==> src/rtl/ren_conv_pkg.sv <==
// rtl/ren_conv_pkg.sv - shared descriptor layout and scheduler state encoding for ren_conv
package ren_conv_pkg;

  localparam int DESC_W = 40;

  // Field order is MSB first so the struct overlays the 40-bit bus descriptor directly.
  typedef struct packed {
    logic [3:0] tag;
    logic       irq_en;
    logic [2:0] mask;
    logic       en_max_pool;
    logic [3:0] shift;
    logic [5:0] result_cols;
    logic       kern_addr_mode;
    logic [5:0] stride;
    logic [2:0] kerns;
    logic [7:0] cols;
    logic [2:0] kern_cols;
  } desc_t;

  typedef enum logic [2:0] {
    ST_IDLE  = 3'd0,
    ST_LOAD  = 3'd1,
    ST_START = 3'd2,
    ST_RUN   = 3'd3,
    ST_DONE  = 3'd4,
    ST_ABORT = 3'd5
  } sched_state_e;

endpackage

==> src/rtl/ren_cmd_fifo.sv <==
// rtl/ren_cmd_fifo.sv - synchronous descriptor FIFO with flush, full/empty and head-of-queue output
module ren_cmd_fifo #(
  parameter int AW = 2,
  parameter int DW = 40
) (
  input  logic          clk,
  input  logic          reset,
  input  logic          flush,
  input  logic          push,
  input  logic          pop,
  input  logic [DW-1:0] wdata,
  output logic [DW-1:0] head,
  output logic          full,
  output logic          empty
);

  localparam logic [AW:0] DEPTH = {1'b1, {AW{1'b0}}};

  logic [DW-1:0] mem [1<<AW];
  logic [AW-1:0] wr_ptr;
  logic [AW-1:0] rd_ptr;
  logic [AW:0]   count;
  logic          do_push;
  logic          do_pop;

  assign full    = (count == DEPTH);
  assign empty   = (count == '0);
  assign do_push = push && !full;
  assign do_pop  = pop && !empty;
  assign head    = mem[rd_ptr];

  always_ff @(posedge clk) begin
    if (reset || flush) begin
      wr_ptr <= '0;
      rd_ptr <= '0;
      count  <= '0;
    end else begin
      if (do_push) wr_ptr <= wr_ptr + 1'b1;
      if (do_pop)  rd_ptr <= rd_ptr + 1'b1;
      if (do_push && !do_pop)      count <= count + 1'b1;
      else if (!do_push && do_pop) count <= count - 1'b1;
    end
  end

  // A push coinciding with a flush is dropped along with the queue contents.
  always_ff @(posedge clk) begin
    if (do_push && !flush) mem[wr_ptr] <= wdata;
  end

endmodule

==> src/rtl/ren_conv_sched.sv <==
// rtl/ren_conv_sched.sv - descriptor queue, job FSM, watchdog and completion status in front of ren_conv
module ren_conv_sched #(
  parameter int                    FIFO_AW     = 2,
  parameter int                    DESC_W      = 40,
  parameter int                    TIMEOUT_W   = 16,
  parameter logic [TIMEOUT_W-1:0]  TIMEOUT_CYC = 16'hFFFF
) (
  input  logic              clk,
  input  logic              reset,
  input  logic              cmd_valid,
  output logic              cmd_ready,
  input  logic [DESC_W-1:0] cmd_desc,
  input  logic              abort,
  input  logic              irq_clr,
  input  logic              conv_done,
  input  logic              conv_ovf,
  output logic              conv_start,
  output logic              conv_soft_rst,
  output logic [2:0]        cfg_kern_cols,
  output logic [7:0]        cfg_cols,
  output logic [2:0]        cfg_kerns,
  output logic [5:0]        cfg_stride,
  output logic              cfg_kern_addr_mode,
  output logic [5:0]        cfg_result_cols,
  output logic [3:0]        cfg_shift,
  output logic              cfg_en_max_pool,
  output logic [2:0]        cfg_mask,
  output logic              busy,
  output logic [7:0]        job_cnt,
  output logic [3:0]        last_tag,
  output logic              irq,
  output logic              err_timeout,
  output logic              err_ovf
);
  import ren_conv_pkg::*;

  localparam logic [TIMEOUT_W-1:0] WD_LAST = TIMEOUT_CYC - 1'b1;

  sched_state_e         state, state_nx;
  logic [DESC_W-1:0]    fifo_head;
  desc_t                head_d;
  logic                 fifo_full, fifo_empty;
  logic                 pop;
  logic                 done_q;
  logic [TIMEOUT_W-1:0] wd_cnt;
  logic                 abort_ph;
  logic [3:0]           cur_tag;
  logic                 cur_irq_en;
  logic                 done_edge, job_done, timeout_hit, irq_set;

  ren_cmd_fifo #(.AW(FIFO_AW), .DW(DESC_W)) u_fifo (
    .clk   (clk),
    .reset (reset),
    .flush (abort),
    .push  (cmd_valid),
    .pop   (pop),
    .wdata (cmd_desc),
    .head  (fifo_head),
    .full  (fifo_full),
    .empty (fifo_empty)
  );

  assign head_d      = fifo_head;
  assign cmd_ready   = !fifo_full;
  assign busy        = (state != ST_IDLE) || !fifo_empty;
  assign done_edge   = conv_done && !done_q;
  assign job_done    = (state == ST_DONE) && !abort;
  assign timeout_hit = (state == ST_RUN) && !abort && (wd_cnt == WD_LAST);
  assign irq_set     = (job_done && cur_irq_en) || ((state == ST_ABORT) && abort_ph);

  always_comb begin
    state_nx      = state;
    pop           = 1'b0;
    conv_start    = 1'b0;
    conv_soft_rst = 1'b0;
    case (state)
      ST_IDLE:  if (!fifo_empty && !abort) begin
                  pop      = 1'b1;
                  state_nx = ST_LOAD;
                end
      ST_LOAD:  state_nx = abort ? ST_ABORT : ST_START;
      ST_START: begin
                  conv_start = 1'b1;
                  state_nx   = abort ? ST_ABORT : ST_RUN;
                end
      // Abort outranks a done edge in the same cycle, so that job is never counted.
      ST_RUN:   if (abort || wd_cnt == WD_LAST) state_nx = ST_ABORT;
                else if (done_edge)             state_nx = ST_DONE;
      ST_DONE:  state_nx = abort ? ST_ABORT : ST_IDLE;
      ST_ABORT: begin
                  conv_soft_rst = 1'b1;
                  if (abort_ph) state_nx = ST_IDLE;
                end
      default:  state_nx = ST_IDLE;
    endcase
  end

  always_ff @(posedge clk) begin
    if (reset) begin
      state              <= ST_IDLE;
      done_q             <= 1'b0;
      wd_cnt             <= '0;
      abort_ph           <= 1'b0;
      cur_tag            <= '0;
      cur_irq_en         <= 1'b0;
      cfg_kern_cols      <= '0;
      cfg_cols           <= '0;
      cfg_kerns          <= '0;
      cfg_stride         <= '0;
      cfg_kern_addr_mode <= 1'b0;
      cfg_result_cols    <= '0;
      cfg_shift          <= '0;
      cfg_en_max_pool    <= 1'b0;
      cfg_mask           <= '0;
      job_cnt            <= '0;
      last_tag           <= '0;
      irq                <= 1'b0;
      err_timeout        <= 1'b0;
      err_ovf            <= 1'b0;
    end else begin
      state    <= state_nx;
      done_q   <= conv_done;
      abort_ph <= (state == ST_ABORT) && !abort_ph;
      if (pop) begin
        cfg_kern_cols      <= head_d.kern_cols;
        cfg_cols           <= head_d.cols;
        cfg_kerns          <= head_d.kerns;
        cfg_stride         <= head_d.stride;
        cfg_kern_addr_mode <= head_d.kern_addr_mode;
        cfg_result_cols    <= head_d.result_cols;
        cfg_shift          <= head_d.shift;
        cfg_en_max_pool    <= head_d.en_max_pool;
        cfg_mask           <= head_d.mask;
        cur_tag            <= head_d.tag;
        cur_irq_en         <= head_d.irq_en;
      end
      if (state == ST_START)    wd_cnt <= '0;
      else if (state == ST_RUN) wd_cnt <= wd_cnt + 1'b1;
      if (job_done) begin
        job_cnt  <= job_cnt + 1'b1;
        last_tag <= cur_tag;
      end
      if (irq_set)      irq <= 1'b1;
      else if (irq_clr) irq <= 1'b0;
      if (timeout_hit)  err_timeout <= 1'b1;
      else if (irq_clr) err_timeout <= 1'b0;
      if (state == ST_RUN && conv_ovf) err_ovf <= 1'b1;
      else if (irq_clr)                err_ovf <= 1'b0;
    end
  end

endmodule

==> config.mk <==
export PLATFORM = sky130hd
export DESIGN_NAME = ren_conv_sched
export DESIGN_NICKNAME = d
export VERILOG_FILES = /design/src/rtl/ren_conv_pkg.sv /design/src/rtl/ren_cmd_fifo.sv /design/src/rtl/ren_conv_sched.sv
export SDC_FILE = /design/constraint.sdc
export NUM_CORES = 1
export LEC_CHECK = 0
export ABC_AREA = 1
export ABC_CLOCK_PERIOD_IN_PS = 3140
export CELL_PAD_IN_SITES_DETAIL_PLACEMENT = 0
export CELL_PAD_IN_SITES_GLOBAL_PLACEMENT = 1
export CORE_MARGIN = 4
export CORE_UTILIZATION = 35
export DETAILED_ROUTE_END_ITERATION = 12
export PLACE_DENSITY = 0.7
export REMOVE_ABC_BUFFERS = 1
export SKIP_LAST_GASP = 1
export SYNTH_ARGS = -nofsm -noshare
export SYNTH_HDL_FRONTEND = slang
export SYNTH_HIERARCHICAL = 1
export SYNTH_SLANG_ARGS = --single-unit
export TNS_END_PERCENT = 100
==> constraint.sdc <==
create_clock -name clk -period 3.14 [get_ports clk]
set_input_delay 0.628 -clock clk [delete_from_list [all_inputs] [get_ports clk]]
set_output_delay 0.628 -clock clk [all_outputs]
set_load 0.01 [all_outputs]
==> summary.txt <==
Outcome
  – Outcome: finished, final reports clean

Power
  – Leakage: 0.00397 µW
  – Overall power: 6980 µW
  – Power Density: 590 nW/µm²
  – Peak VDD IR: 412 µV

Worst setup path
  – Sum of buffers and inverters on the critical path: 1
  – Slowest cell delay on critical path: 560 ps
  – Crit start category: register
  – Worst path slowest cell: clkdlybuf4s50_1
  – Critical Path Fanout Max: 7
  – Cell family with most CP delay: buffers and inverters
  – WP data arrival: 1910 ps
  – Crit-path cells: nand2_1 > nor2_1 > clkdlybuf4s50_1
  – Critical path class: reg2out
  – WP data required: 2510 ps
  – Element type at the critical path end: primary output

Routing
  – Vias per inst: 4.73
  – ANT nets after route: 0
  – Vias: 6576
  – DRC: 0
  – Initial detailed-routing violation count: 403
  – Router iterations before antenna repair: 5
  – Drt wl/cell: 15.4 µm
  – Total Wirelength: 21300 µm

STA
  – Tcrit/Tclk final: 0.809
  – Max Fclk: 394 MHz
  – Final setup vio count: 0
  – Final max-slew violation count: 0
  – Fin crit period: 2540 ps
  – RSZ-0062 raised after global routing: false
  – Hold Fails Final Rpt: 0
  – Fin Hold WS: 456 ps
  – Slew of the pin with the lowest slew margin: 520 ps
  – Setup TNS: 0 ps
  – Relative slew slack: 0.653
  – Clock Skew: 21.5 ps

Clocking
  – Skew-Pair Late Insertion Delay: 540 ps
  – # hold bufs at CTS: 0
  – H-tree depth: 1
  – Root Buffer: clkbuf_16
  – CTS tree: done
  – CTS Buf Count: 26
  – CTS resizes: 0
  – Post-CTS Setup Repair Bufs: 0
  – Clock sinks: 245
  – Clk slew on worst S/H paths: 60 ps
  – Clock Tree Buf Depth: 3

Logic synthesis
  – Post-synthesis area per instance: 10.9 µm²
  – Post-Synthesis Cells: 897
  – Area leader, netlist: edfxtp_1
  – Top cell type's share of synthesized area: 0.492
  – Share of synthesized registers carrying an async set or reset: 0
  – Seq cells post-synth: 245
  – Top FF cell, synth: edfxtp_1
  – Top-count cell post-synth: edfxtp_1
  – EDFF count, synth: 160
  – Unique cell type count in the Yosys netlist: 37
  – Synth top cells by count: edfxtp_1, nand2_1, nor2_1
  – Register area share after synthesis: 0.666
  – Warnings, synthesis: 6
  – Cell Area, Synth: 9760 µm²
  – Top cells by area, synth: edfxtp_1, dfxtp_1, nand2_1, nor2_1, a21oi_1

Floorplanning
  – Rows: 60
  – Die W: 175 µm
  – DIE AREA: 30600 µm²
  – DIE HEIGHT: 175 µm
  – Initial Util: 0.359
  – Core ar.: 27200 µm²
  – Total I/O pin count: 101

Layout
  – Fin util: 0.435
  – Share of cells above drive strength 1: 0.0827
  – Final non-filler cell area: 11800 µm²
  – Syn-to-layout area delta: 21.2%
  – Fillers: 2656
  – Nets: 1052

Global route
  – First-pass GRT wire length: 34200 µm
  – Largest net degree at the start of global routing: 81
  – Number of global-route vias before repair: 6302
  – Global route overflow: 0
  – Initial antenna violation count: 1
  – Total track usage: 0.137

Run
  – Max Cap Viol: 0

Hold path
  – Hold crit path type: reg2reg

Placed design
  – DP HPWL: 13100 µm
  – Placed cell area: 11000 µm²
  – Gp weighted congestion: 0.760
  – Port bufs: 100
[path summary, 6_finish.rpt]
path / start / cells past startpoint / end / slack [ps]
setup / recovery: state[0]$_SDFFE_PP0P_ / 3 / conv_soft_rst / 600
hold / removal: cur_tag[3]$_SDFFE_PP0P_ / 2 / last_tag[3]$_SDFFE_PP0N_ / 460
setup reg to reg: u_fifo/count[1]$_SDFFE_PP0P_ / 16 / u_fifo/count[2]$_SDFFE_PP0P_ / 1090
hold reg to reg: cur_tag[3]$_SDFFE_PP0P_ / 2 / last_tag[3]$_SDFFE_PP0N_ / 460
[per-stage QoR]
stage	std cells	setup slack (ps)
2_1_floorplan	853	159
3_3_place_gp	1340	570
3_5_place_dp	1340	531
4_1_cts	1388	566
5_1_grt	1388	491
6_report	1389	601
[power by group]
part | switching (µW) | internal, µW | total (µW)
clock | 1220 | 1560 | 2780
sequential | 69.6 | 3540 | 3610
combinational | 342 | 251 | 593
[layout make-up]
class | instances | area [µm²] | area share
clock buffers | 34 | 691 | 0.0584
clock inverters | 14 | 92.6 | 0.00782
diodes | 1 | 2.50 | 0.000211
repair buffers | 115 | 1160 | 0.0979
multi-input cells | 557 | 2710 | 0.229
well taps | 372 | 465 | 0.0393
flip-flops and latches | 245 | 6510 | 0.550
inverters | 51 | 204 | 0.0172
[sequential cells by signal, summed over array words and instances, names as in the netlist, 2 cells and up, named ones only]
signal,count
job_cnt,8
state,3
u_fifo/mem,160
u_fifo/rd_ptr,2
cfg_cols,8
cfg_shift,4
u_fifo/wr_ptr,2
cur_tag,4
cfg_result_cols,6
u_fifo/count,3
last_tag,4
cfg_mask,3
cfg_stride,6
wd_cnt,16
cfg_kern_cols,3
cfg_kerns,3
[cell families after synthesis]
group / Yosys count / share of synthesized area
AO/OA/AOI/OAI: 213 / 0.115
XOR/XNOR: 5 / 0.00449
flip-flops: 245 / 0.666
buffers and inverters: 95 / 0.0593
AND/OR/NAND/NOR: 330 / 0.142
adder cells (fa/ha/maj): 9 / 0.0123
[per-layer routing]
| metal | wire (µm) | GRT usage |
|---|---|---|
| met5 | 0 | 0 |
| met4 | 349 | 0.0298 |
| met3 | 1010 | 0.0255 |
| met2 | 9790 | 0.224 |
| met1 | 10200 | 0.192 |
[worst register-to-register path: stages (launching register included)]
cell and delay, ps:
dfxtp_1 360, nor2_4 160, nand2_2 110, inv_1 90, nor2_1 60, nand2_2 100, inv_2 40, nand2_2 80
ha_1 170, inv_1 70, fa_1 370, inv_1 60, nand2_1 50, nand3_1 90, nand2_1 60, nand2_1 50
nor2_1 40
[cell usage in the layout, fill, tap and decap left out, drive strengths merged]
cell type        n
clkdlybuf4s50   99
nand4            3
nor3             6
inv             50
a211oi           1
nand3b           2
fa               1
nor2           143
clkbuf          34
o21ai          102
nand3           14
buf             16
ha               8
clkinv          15
edfxtp         160
xor2             5
o22ai           40
or2              3
nand2          156
dfxtp           85
nor3b            3
a21oi           70
diode            1
No activity file was read; power rests on OpenSTA's default activity.
